<file path="config.mk">
export PLATFORM = sky130hd
export DESIGN_NAME = ball_physics
export DESIGN_NICKNAME = d
export VERILOG_FILES = /design/src/rtl/pong_pkg.sv /design/src/rtl/serve_timer.sv /design/src/rtl/ball_physics.sv
export SDC_FILE = /design/constraint.sdc
export NUM_CORES = 1
export LEC_CHECK = 0
export BUFFER_PORTS_ARGS = -buffer_cell sky130_fd_sc_hd__buf_2
export CAP_MARGIN = 20
export CORE_UTILIZATION = 55
export CTS_BUF_LIST = sky130_fd_sc_hd__clkbuf_8
export CTS_CLUSTER_SIZE = 20
export DETAILED_ROUTE_END_ITERATION = 8
export PLACE_DENSITY = 0.8
export SYNTH_ARGS = -nofsm -noshare
export SYNTH_HDL_FRONTEND = slang
export SYNTH_HIERARCHICAL = 1
export SYNTH_SLANG_ARGS = --single-unit
export TNS_END_PERCENT = 50
</file>
<file path="constraint.sdc">
create_clock -name clk_0 -period 3.2 [get_ports clk_0]
set_clock_uncertainty 0.1 [all_clocks]
set_input_delay 0 -clock clk_0 [delete_from_list [all_inputs] [get_ports clk_0]]
set_output_delay 0 -clock clk_0 [all_outputs]
set_load 0.02 [all_outputs]
</file>
<file path="src/rtl/pong_pkg.sv">
// rtl/pong_pkg.sv - shared screen/paddle geometry and ball state enumeration
package pong_pkg;

    localparam int SCREEN_W  = 640;
    localparam int SCREEN_H  = 480;
    localparam int PADDLE_W  = 8;
    localparam int PADDLE_H  = 64;
    localparam int PADDLE1_X = 16;
    localparam int PADDLE2_X = 616;

    typedef enum logic {
        SERVE = 1'b0,
        PLAY  = 1'b1
    } ball_state_t;

endpackage

</file>
<file path="src/rtl/serve_timer.sv">
// rtl/serve_timer.sv - counts frame ticks while enabled, pulses done on the final one
module serve_timer #(
    parameter int FRAMES = 60
) (
    input  logic clk,
    input  logic rst,
    input  logic en,
    input  logic tick,
    output logic done
);

    localparam int CW = $clog2(FRAMES + 1);

    logic [CW-1:0] count;

    assign done = en && tick && (count == CW'(FRAMES - 1));

    // Count is held at zero whenever disabled so every serve starts fresh.
    always_ff @(posedge clk) begin
        if (rst || !en || done) begin
            count <= '0;
        end else if (tick) begin
            count <= count + CW'(1);
        end
    end

endmodule

</file>
<file path="src/rtl/ball_physics.sv">
// rtl/ball_physics.sv - ball motion, wall bounce, paddle collision and scoring
module ball_physics import pong_pkg::*; #(
    parameter int BALL_SIZE    = 8,
    parameter int SPEED        = 2,
    parameter int SERVE_FRAMES = 60
) (
    input  logic       clk_0,
    input  logic       rst,
    input  logic       frame_tick,
    input  logic [9:0] paddle1_ypos,
    input  logic [9:0] paddle2_ypos,
    output logic [9:0] ball_xpos,
    output logic [9:0] ball_ypos,
    output logic       p1_point,
    output logic       p2_point,
    output logic       serving
);

    localparam logic [9:0]        CENTRE_X = 10'((SCREEN_W - BALL_SIZE) / 2);
    localparam logic [9:0]        CENTRE_Y = 10'((SCREEN_H - BALL_SIZE) / 2);
    localparam logic signed [10:0] SPD     = 11'(SPEED);
    localparam logic signed [10:0] X_MAX   = 11'(SCREEN_W - BALL_SIZE);
    localparam logic signed [10:0] Y_MAX   = 11'(SCREEN_H - BALL_SIZE);
    localparam logic signed [10:0] P1_EDGE = 11'(PADDLE1_X + PADDLE_W);
    localparam logic signed [10:0] P2_EDGE = 11'(PADDLE2_X - BALL_SIZE);
    localparam logic [10:0]        BSZ_U   = 11'(BALL_SIZE);
    localparam logic [10:0]        PH_U    = 11'(PADDLE_H);

    ball_state_t state, state_d;
    logic [9:0]  ball_x, ball_y, x_d, y_d;
    logic        dx, dy, dx_d, dy_d;
    logic        p1_d, p2_d;
    logic        serve_done;

    logic signed [10:0] xs, ys, nx, ny;
    logic [10:0]        y_u, p1_u, p2_u;
    logic               ov1, ov2, hit_l, hit_r;

    serve_timer #(.FRAMES(SERVE_FRAMES)) u_serve_timer (
        .clk  (clk_0),
        .rst  (rst),
        .en   (state == SERVE),
        .tick (frame_tick),
        .done (serve_done)
    );

    // dx/dy: 1 means moving toward larger coordinates.
    always_comb begin
        xs    = signed'({1'b0, ball_x});
        ys    = signed'({1'b0, ball_y});
        nx    = dx ? xs + SPD : xs - SPD;
        ny    = dy ? ys + SPD : ys - SPD;
        y_u   = {1'b0, ball_y};
        p1_u  = {1'b0, paddle1_ypos};
        p2_u  = {1'b0, paddle2_ypos};
        ov1   = (y_u + BSZ_U > p1_u) && (y_u < p1_u + PH_U);
        ov2   = (y_u + BSZ_U > p2_u) && (y_u < p2_u + PH_U);
        hit_l = !dx && (nx <= P1_EDGE) && (xs >= P1_EDGE) && ov1;
        hit_r = dx && (nx >= P2_EDGE) && (xs <= P2_EDGE) && ov2;
    end

    always_comb begin
        state_d = state;
        x_d     = ball_x;
        y_d     = ball_y;
        dx_d    = dx;
        dy_d    = dy;
        p1_d    = 1'b0;
        p2_d    = 1'b0;
        case (state)
            SERVE: begin
                if (serve_done) state_d = PLAY;
            end
            PLAY: begin
                if (frame_tick) begin
                    if (ny <= 11'sd0) begin
                        y_d  = 10'd0;
                        dy_d = 1'b1;
                    end else if (ny >= Y_MAX) begin
                        y_d  = Y_MAX[9:0];
                        dy_d = 1'b0;
                    end else begin
                        y_d  = ny[9:0];
                    end

                    if (hit_l) begin
                        x_d  = P1_EDGE[9:0];
                        dx_d = 1'b1;
                    end else if (hit_r) begin
                        x_d  = P2_EDGE[9:0];
                        dx_d = 1'b0;
                    end else if (!dx && nx <= 11'sd0) begin
                        // Serve heads back toward the player who conceded.
                        state_d = SERVE;
                        x_d     = CENTRE_X;
                        y_d     = CENTRE_Y;
                        dx_d    = 1'b0;
                        p2_d    = 1'b1;
                    end else if (nx >= X_MAX) begin
                        state_d = SERVE;
                        x_d     = CENTRE_X;
                        y_d     = CENTRE_Y;
                        dx_d    = 1'b1;
                        p1_d    = 1'b1;
                    end else begin
                        x_d = nx[9:0];
                    end
                end
            end
            default: state_d = SERVE;
        endcase
    end

    always_ff @(posedge clk_0) begin
        if (rst) begin
            state    <= SERVE;
            ball_x   <= CENTRE_X;
            ball_y   <= CENTRE_Y;
            dx       <= 1'b1;
            dy       <= 1'b1;
            p1_point <= 1'b0;
            p2_point <= 1'b0;
        end else begin
            state    <= state_d;
            ball_x   <= x_d;
            ball_y   <= y_d;
            dx       <= dx_d;
            dy       <= dy_d;
            p1_point <= p1_d;
            p2_point <= p2_d;
        end
    end

    assign ball_xpos = ball_x;
    assign ball_ypos = ball_y;
    assign serving   = (state == SERVE);

endmodule

</file>
==> results of run 1 <==
## logic make-up after synthesis
kind of cell	Yosys count
adders and majority gates	56
AOI/OAI and AO/OA	121
and+or+nand+nor	131
muxes	2
xor gates and xnor gates	28
DFF	30
buffers and inverters	48
other	1
## layout make-up
type,instances,area (um^2)
clock buffers,6,82.6
repair buffers,104,676
inverters,34,133
multi-input cells,339,2880
clock inverters,2,8.76
well taps,75,93.8
fillers,407,1440
flip-flops and latches,30,611
## flip-flops by register name, summed over array words and instances, names as in the netlist
name                 cells
dy                       1
u_serve_timer/count      6
ball_ypos               10
state                    1
p1_point                 1
ball_xpos                9
dx                       1
p2_point                 1
## cell usage after synthesis (all sizes together) (3+ instances only)
cell,instances,area [um^2]
xnor2,18,158
xor2,10,87.6
buf,9,53.8
o211a,3,30.0
and3,4,25.0
o31ai,3,27.5
a21o,10,75.1
nand3,12,65.1
o32ai,3,26.3
nand2,29,114
nor4,8,62.6
o21ai,11,55.1
a211oi,9,77.6
ha,54,676
clkbuf,5,18.8
a21oi,31,159
nor2b,6,37.5
nand2b,4,25.0
or3,4,35.0
inv,34,128
and2,3,18.8
o21a,8,60.1
nor3,13,65.1
a221o,6,60.1
nand3b,3,22.5
nand4,8,50.1
or4,3,22.5
dfxtp,30,601
nor2,26,97.6
or3b,3,26.3
a2111oi,3,27.5
a41oi,3,26.3
## power by group
group / total, mW / internal, mW / switching, mW / leakage [nW]
Combinational: 0.519 / 0.234 / 0.285 / 1.74
Clock: 0.302 / 0.170 / 0.133 / 0.0524
Sequential: 0.382 / 0.378 / 0.00452 / 0.242
## worst max-delay path, cell delays in order (launching register included)
cell	delay, ns
dfxtp_4	0.37
inv_6	0.07
fa_2	0.43
a21oi_2	0.20
nor3_1	0.08
or3_4	0.41
or3_4	0.43
o21bai_4	0.21
a31o_4	0.27
buf_4	0.16
or3b_4	0.37
a21oi_2	0.12
## per-layer routing
layer | global-route usage | wire [um] | up-vias
li1 | - | - | 1756
met1 | 0.392 | 4540 | 1829
met2 | 0.526 | 5410 | 211
met3 | 0.0409 | 813 | 51
met4 | 0.0982 | 507 | 0
met5 | 0 | 0 | -
## repair_timing
| item | CTS | global route |
|---|---|---|
| setup endpoints to repair | 18 | 22 |
| gates resized for setup | 13 | 42 |
| endpoints found under the hold margin | 3 | 0 |
| hold buffers | 2 | 0 |
| pin swaps | 3 | 21 |
| setup buffers | 0 | 5 |
## per-stage QoR
stage	power (mW)	TNS, ns	worst slack [ns]	hold slack, ns
final	1.20	-0.535	-0.0923	0.418
after global routing	1.26	-1.84	-0.223	0.441
after CTS	1.10	-0.00998	-0.00975	0.423
after detailed placement	0.773	-0.627	-0.0867	0.259
after global placement	0.762	0	0.00114	0.239
after floorplan	0.646	0	0.0177	0.101
## worst max-delay path by stage
stage | from | to | slack (ns) | cells after the start
after floorplan | ball_ypos[4] | ball_ypos[3] | 0.02 | 13
after global placement | dx | ball_ypos[8] | 0.001 | 10
after detailed placement | ball_ypos[3] | ball_ypos[3] | -0.09 | 14
after CTS | dx | ball_xpos[6] | -0.01 | 11
after global routing | ball_ypos[3] | ball_xpos[1] | -0.22 | 12
final | dx | ball_xpos[1] | -0.09 | 11
==> results.ini, run 1 <==
[synth]
synth_top_family_by_area=compound AO/OA/AOI/OAI gates
synth_xor_area_frac=0.0722
synth_flop_cell=dfxtp_1
synth_nets=496
synth_area_um2=3400
synth-seq-area-share=0.177
synth_compound_area_frac=0.265
syn_inst=417
ys_seq_elements=30
synth_cell_types=71
synthSimpleGateAreaFrac=0.209
async_reset_ff_frac=0
synth_enable_flop_cells=0
synth_warnings=6
synth_mux_area_frac=0.00626
yosys.area_share.adder=0.211
avgSynthCellArea_um2=8.14

[clock_tree]
cts.sinks=30
cts_tree=built
cts_htree_levels=2
cts_buffers=5
clk_pin_slew_ns=0.06
cts_root_buffer=clkbuf_8
worstSkewPairLatency_ns=0.28
clk_path_buf_depth=2

[cells_and_area]
final_core_util=0.757
final_cell_mix=buf_4 (58), ha_1 (47), buf_2 (44), inv_1 (34), nand2_1 (27)
mostFrequentLayoutCell=buf_4
fin_nets=593
fin_cells=590
num_antenna_cells=0
areaGrowthSynthToFinish_pct=32.0
drive_gt1_frac=0.326
postLayoutCellArea_um2=4480

[min_path]
min_to=state
min_delay_path_depth=2
hold_path_class=flop to flop
min_from=state

[detailed_routing]
via_per_inst=6.52
wl_per_cell_um=19.1
ant_nets=0
drc=0
vias=3847
drt_iter0_drc=294
wl_mm=11.3
firstDrtPassIters=5

[place]
dp.cells=575
portBuffers=44
dpl_cell_area_um2=4040
gp_congestion=0.969
hpwl_mm=7.58

[floorplan]
io_pins=46
start_util=0.574
die_height_um=80.6
core_area_um2=5920
die_area_um2=6490
die_w_um=80.6
rows=28

[outcome]
violations=setup timing
status=finished with violations

[critical_path]
crit_type=flop to flop
worstSetupStartpointType=flop
path_max_fanout=9
r2r_end=ball_xpos[1]
arrival_ns=3.40
worstPathRequired_ns=3.31
rr_startpoint=dx
worstSetupEndpointType=flop
r2r_cells=11
ff2ff_setup_slack_ns=-0.09

[run]
max-cap-violations=0

[global_routing]
grt.overflow.total=0
antenna_found_initial=0
grt_pass1_vias=3373
grt_max_degree=23
grt_util_all_layers=0.306
grt_pass1_wl_mm=15.5

[sta]
hold_viol=0
worstMarginPinSlew_ns=0.785
fin_crit_sh=1.03
rsz0062_at_grt=yes
max_freq_mhz=304
worst_slack_ns=-0.0923
max_slew_margin=0.475
slew_violations=0
setup_viol=11
min_period_ns=3.29

[power]
vdd_drop_max_v=0.000282
p_leak_nw=2.04
pwr_density_cell_nw_per_um2=268

(Power assumes the default switching activity.)
==> inputs of run 2 (changes only) <==
CORE_MARGIN = 2   (was not set)
CORE_UTILIZATION = 60   (was 55)
PLACE_DENSITY = 0.83   (was 0.8)
clock period = 3.34 ns   (was 3.2 ns; I/O delays follow)
==> results.ini, run 2 (synthesis gave the netlist of run 1 again) <==
[cells_and_area]
fill_cells=331  ; was 407
num_antenna_cells=0  ; unchanged
fin_nets=584  ; was 593
areaGrowthSynthToFinish_pct=30.4  ; was 32.0%
final_cell_mix=ha_1 (46), buf_4 (45), buf_2 (44), inv_1 (33), nand2_1 (27)  ; was buf_4 (58), ha_1 (47), buf_2 (44), inv_1 (34), nand2_1 (27)
fin_cells=576  ; was 590
mostFrequentLayoutCell=ha_1  ; was buf_4
largest_register_ffs=10  ; unchanged
drive_gt1_frac=0.306  ; was 0.326

[sta]
worst_slack_ns=-0.122  ; was -0.0923 ns
max_slew_margin=0.474  ; was 0.475
hold_slack_ns=0.425  ; was 0.418 ns
rsz0062_at_grt=yes  ; unchanged
hold_viol=0  ; unchanged
fin_crit_sh=1.04  ; was 1.03
worstMarginPinSlew_ns=0.787  ; was 0.785 ns
tns_ns=-0.871  ; was -0.535 ns
min_period_ns=3.46  ; was 3.29 ns
max_freq_mhz=289  ; was 304 MHz
setup_viol=14  ; was 11
slew_violations=0  ; unchanged

[critical_path]
worstPathCellList=clkinvlp_4, ha_1, buf_4, nor2b_1, o2bb2ai_1, a31o_1, or3_4, o21bai_4, a31o_4, nor4_2, a221o_1  ; was inv_6, fa_2, a21oi_2, nor3_1, or3_4, or3_4, o21bai_4, a31o_4, buf_4, or3b_4, a21oi_2
worstSetupStartpointType=flop  ; unchanged
crit_type=flop to flop  ; unchanged
worstSetupEndpointType=flop  ; unchanged
path_max_fanout=7  ; was 9
path_buf_inv=2  ; unchanged
crit_family=compound AO/OA/AOI/OAI gates  ; was simple AND/OR/NAND/NOR gates
ff2ff_setup_slack_ns=-0.12  ; was -0.09 ns
worstPathRequired_ns=3.47  ; was 3.31 ns
max_stage_delay_ns=0.45  ; was 0.43 ns
arrival_ns=3.59  ; was 3.40 ns
slowest_stage=or3_4  ; was fa_2

[global_routing]
grt.overflow.total=0  ; unchanged
met2_usage=0.547  ; was 0.526
antenna_found_initial=0  ; unchanged
grt_pass1_vias=3490  ; was 3,373
grt_util_all_layers=0.313  ; was 0.306
grt.met3_usage=0.0580  ; was 0.0409
grt_pass1_wl_mm=15.7  ; was 15.5 mm
grt_use_met1=0.376  ; was 0.392
grt.busiest_layer=met2  ; unchanged
grt_max_degree=23  ; unchanged

[floorplan]
rows=27  ; was 28
start_util=0.620  ; was 0.574
die_w_um=79.2  ; was 80.6 um
die_area_um2=6280  ; was 6490 um^2
io_pins=46  ; unchanged
die_height_um=79.2  ; was 80.6 um
core_area_um2=5470  ; was 5920 um^2

[detailed_routing]
wl_per_cell_um=20.8  ; was 19.1 um
vias=3897  ; was 3,847
wl_mm=12.0  ; was 11.3 mm
drc=0  ; unchanged
firstDrtPassIters=5  ; unchanged
via_per_inst=6.77  ; was 6.52
drt_iter0_drc=465  ; was 294
ant_nets=0  ; unchanged

[min_path]
hold_path_class=flop to flop  ; unchanged

[clock_tree]
cts.sinks=30  ; unchanged
cts_root_buffer=clkbuf_8  ; unchanged
clk_path_buf_depth=2  ; unchanged
cts_tree=built  ; unchanged
cts_buffers=5  ; unchanged
cts_htree_levels=2  ; unchanged
clk_pin_slew_ns=0.06  ; about the same
worstSkewPairLatency_ns=0.29  ; was 0.28 ns

[place]
dp.cells=556  ; was 575
hpwl_mm=7.43  ; was 7.58 mm
gp_congestion=0.931  ; was 0.969
portBuffers=44  ; unchanged

[power]
pwr_density_cell_nw_per_um2=268  ; about the same
p_leak_nw=1.99  ; was 2.04 nW
vdd_drop_max_v=0.000333  ; was 0.000282 V

[run]
max-cap-violations=0  ; unchanged

[outcome]
status=finished with violations  ; unchanged
violations=setup timing  ; unchanged

-- run 2: cell types whose count changed in the layout (fill, tap and decap cells not counted), moves of 3 or more --
cell,delta
buf_4,-13
dfxtp_2,-3
buf_6,+3
a211oi_2,-3
-- run 2: final cells by class --
class	count	area [um^2]	area share
multi-input cells	339	2900	0.654
repair buffers	94	612	0.138
flip-flops and latches	30	611	0.138
inverters	34	131	0.0297
well taps	72	90.1	0.0203
clock buffers	6	82.6	0.0186
repair inverters	1	7.51	0.00169
-- run 2: power by group --
part,switching (mW),internal [mW],total (mW),leakage (nW)
clock network,0.134,0.159,0.293,0.0431
registers,0.00498,0.361,0.366,0.242
logic,0.290,0.239,0.529,1.70
total,0.429,0.759,1.19,1.99
-- run 2: what timing repair did --
item	in CTS	in global routing
setup endpoints to repair	20	20
hold buffers	2	0
pin swaps	3	19
setup buffers	4	7
hold endpoints to repair	3	0
gates resized for setup	20	41
gates cloned	1	0
-- run 2: layer usage --
layer  part of all wire  vias up
met1               0.38     1773
met4              0.065        0
met3              0.094       85
met2               0.46      290
met5                  0        -
li1                   -     1749
-- run 2: worst paths after layout --
path,from,end,cells past startpoint
worst max-delay path,dx,ball_xpos[9],11
worst min-delay path,state,state,2
worst max register to register,dx,ball_xpos[9],11
worst min register to register,state,state,2
-- run 2: tightest hold or removal path, stage by stage, from the launching register on --
cell     delay (ns)
dfxtp_1        0.33
nor2_1         0.10
nor2_1         0.04
-- run 2: through the flow --
stage               utilization  instance area [um^2]  worst slack [ns]  power [mW]
finish                    0.809                  4430            -0.122        1.19
global route              0.809                  4430            -0.195        1.23
CTS                       0.760                  4160           0.00214        1.04
detailed placement        0.715                  3910            -0.142       0.720
global placement          0.715                  3910           -0.0406       0.708
floorplan                     -                  3400            0.0204       0.618
==> inputs of run 3 (changes only) <==
CORE_UTILIZATION = 55   (was 60)
MAX_ROUTING_LAYER = met4   (was not set)
PLACE_DENSITY = 0.8   (was 0.83)
clock period = 2.75 ns   (was 3.34 ns; I/O delays follow)
==> results.ini, run 3 (synthesis gave the netlist of run 1 again) <==
[global_routing]
grt_pass1_wl_mm=16.5  ; was 15.7 mm
grt.overflow.total=0  ; unchanged
grt_util_all_layers=0.320  ; was 0.313
antenna_found_initial=0  ; unchanged
grt_pass1_vias=3690  ; was 3,490
grt_max_degree=14  ; was 23

[clock_tree]
clk_path_buf_depth=2  ; unchanged
cts_root_buffer=clkbuf_8  ; unchanged
cts_tree=built  ; unchanged
clk_pin_slew_ns=0.07  ; was 0.06 ns
cts_htree_levels=2  ; unchanged
cts.sinks=30  ; unchanged
worstSkewPairLatency_ns=0.28  ; was 0.29 ns
cts_buffers=5  ; unchanged

[place]
hpwl_mm=8.11  ; was 7.43 mm
gp_congestion=0.971  ; was 0.931
place_ws_ns=-0.519  ; was -0.142 ns
portBuffers=44  ; unchanged

[critical_path]
r2r_cells=11  ; unchanged
crit_type=flop to flop  ; unchanged
ff2ff_setup_slack_ns=-0.50  ; was -0.12 ns
r2r_end=ball_xpos[1]  ; was ball_xpos[9]
arrival_ns=3.37  ; was 3.59 ns
worstSetupStartpointType=flop  ; unchanged
rr_startpoint=dx  ; unchanged
path_max_fanout=11  ; was 7
worstPathRequired_ns=2.87  ; was 3.47 ns
worstSetupEndpointType=flop  ; unchanged

[sta]
fin_crit_sh=1.18  ; was 1.04
worst_slack_ns=-0.500  ; was -0.122 ns
max_slew_margin=0.643  ; was 0.474
setup_viol=23  ; was 14
hold_slack_ns=0.0135  ; was 0.425 ns
hold_viol=0  ; unchanged
slew_violations=0  ; unchanged
rsz0062_at_grt=yes  ; unchanged
tns_ns=-8.67  ; was -0.871 ns
max_freq_mhz=308  ; was 289 MHz
min_period_ns=3.25  ; was 3.46 ns
worstMarginPinSlew_ns=0.535  ; was 0.787 ns

[detailed_routing]
wl_mm=10.9  ; was 12.0 mm
drt_iter0_drc=224  ; was 465
firstDrtPassIters=5  ; unchanged
vias=3866  ; was 3,897
wl_per_cell_um=17.5  ; was 20.8 um
via_per_inst=6.20  ; was 6.77
ant_nets=0  ; unchanged
drc=0  ; unchanged

[outcome]
status=finished with violations  ; unchanged
violations=setup timing  ; unchanged

[floorplan]
rows=28  ; was 27
start_util=0.570  ; was 0.620
core_area_um2=5960  ; was 5470 um^2
io_pins=46  ; unchanged
die_area_um2=6820  ; was 6280 um^2
die_height_um=82.6  ; was 79.2 um
die_w_um=82.6  ; was 79.2 um

[cells_and_area]
final_core_util=0.797  ; was 0.809
mostFrequentLayoutCell=buf_4  ; was ha_1
final_cell_mix=buf_4 (92), ha_1 (46), buf_2 (44), inv_1 (34), nand2_1 (27)  ; was ha_1 (46), buf_4 (45), buf_2 (44), inv_1 (33), nand2_1 (27)
areaGrowthSynthToFinish_pct=39.9  ; was 30.4%
drive_gt1_frac=0.388  ; was 0.306
num_antenna_cells=0  ; unchanged
largest_register_ffs=10  ; unchanged
fin_nets=627  ; was 584

[min_path]
min_delay_path_depth=3  ; was 2
hold_path_class=primary input to flop  ; was flop to flop
min_from=frame_tick  ; was state
min_to=u_serve_timer/count[1]  ; was state

[power]
pwr_density_cell_nw_per_um2=297  ; was 268 nW/um^2
p_leak_nw=2.19  ; was 1.99 nW
vdd_drop_max_v=0.000495  ; was 0.000333 V

[run]
max-cap-violations=0  ; unchanged

run 3: cell count changes in the layout (fill, tap and decap cells not counted), moves of 3 or more:
cell | previous run | this run
a211oi_1 | 6 | 2
a211oi_2 | 2 | 6
buf_4 | 45 | 92
buf_6 | 3 | 0
dfxtp_1 | 26 | 16
dfxtp_2 | 2 | 13
o21ai_1 | 2 | 5
run 3: layout make-up:
cell class	instances	area (um^2)
Clock buffer	6	82.6
Clock inverter	2	8.76
Fill cell	398	1210
Inverter	34	135
Multi-Input combinational cell	339	2870
Sequential cell	30	621
Tap cell	75	93.8
Timing Repair Buffer	138	941
run 3: how the worst max path moves through the flow:
| stage | endpoint | cells after the start | slack, ns | from |
|---|---|---|---|---|
| after detailed placement | ball_xpos[1] | 11 | -0.52 | dx |
| after global placement | ball_ypos[4] | 9 | -0.42 | dx |
| after global routing | ball_xpos[1] | 11 | -0.57 | dx |
| after floorplan | ball_ypos[3] | 12 | -0.31 | dx |
| final | ball_xpos[1] | 11 | -0.50 | dx |
| after CTS | ball_xpos[1] | 11 | -0.38 | dx |
run 3: repair_timing:
| item | CTS | global route |
|---|---|---|
| setup buffers | 0 | 1 |
| pin swaps | 12 | 16 |
| setup endpoints to repair | 23 | 23 |
| gates resized for setup | 26 | 20 |
| hold endpoints to repair | 2 | 0 |
| hold buffers | 1 | 0 |
run 3: critical path, stage by stage (launching register included):
cell and delay (ns):
dfxtp_4 0.38, inv_8 0.07, fa_2 0.43, a21oi_2 0.18, nor3_1 0.08, or3_4 0.38
or3_4 0.43, o21bai_4 0.20, a31o_4 0.30, buf_4 0.15, or3b_4 0.37, a21oi_2 0.11
run 3: routing by layer:
metal  track usage  up-vias  wire [um]  share of wire
met2         0.552      178       5260           0.48
met4        0.0951        0        235          0.021
met1         0.386     1814       4700           0.43
li1              -     1836          -              -
met5             -        -          0              0
met3        0.0467       38        735          0.067
run 3: stage by stage:
step | power, mW | cells | cell area [um^2]
after global placement | 0.929 | 614 | 4410
after detailed placement | 0.945 | 614 | 4410
after global routing | 1.47 | 624 | 4750
final | 1.41 | 624 | 4750
after floorplan | 0.770 | 417 | 3480
after CTS | 1.36 | 623 | 4660
run 3: power by group:
group / internal (mW) / total, mW / switching [mW]
Sequential: 0.439 / 0.446 / 0.00609
Clock: 0.198 / 0.366 / 0.168
Combinational: 0.282 / 0.599 / 0.317
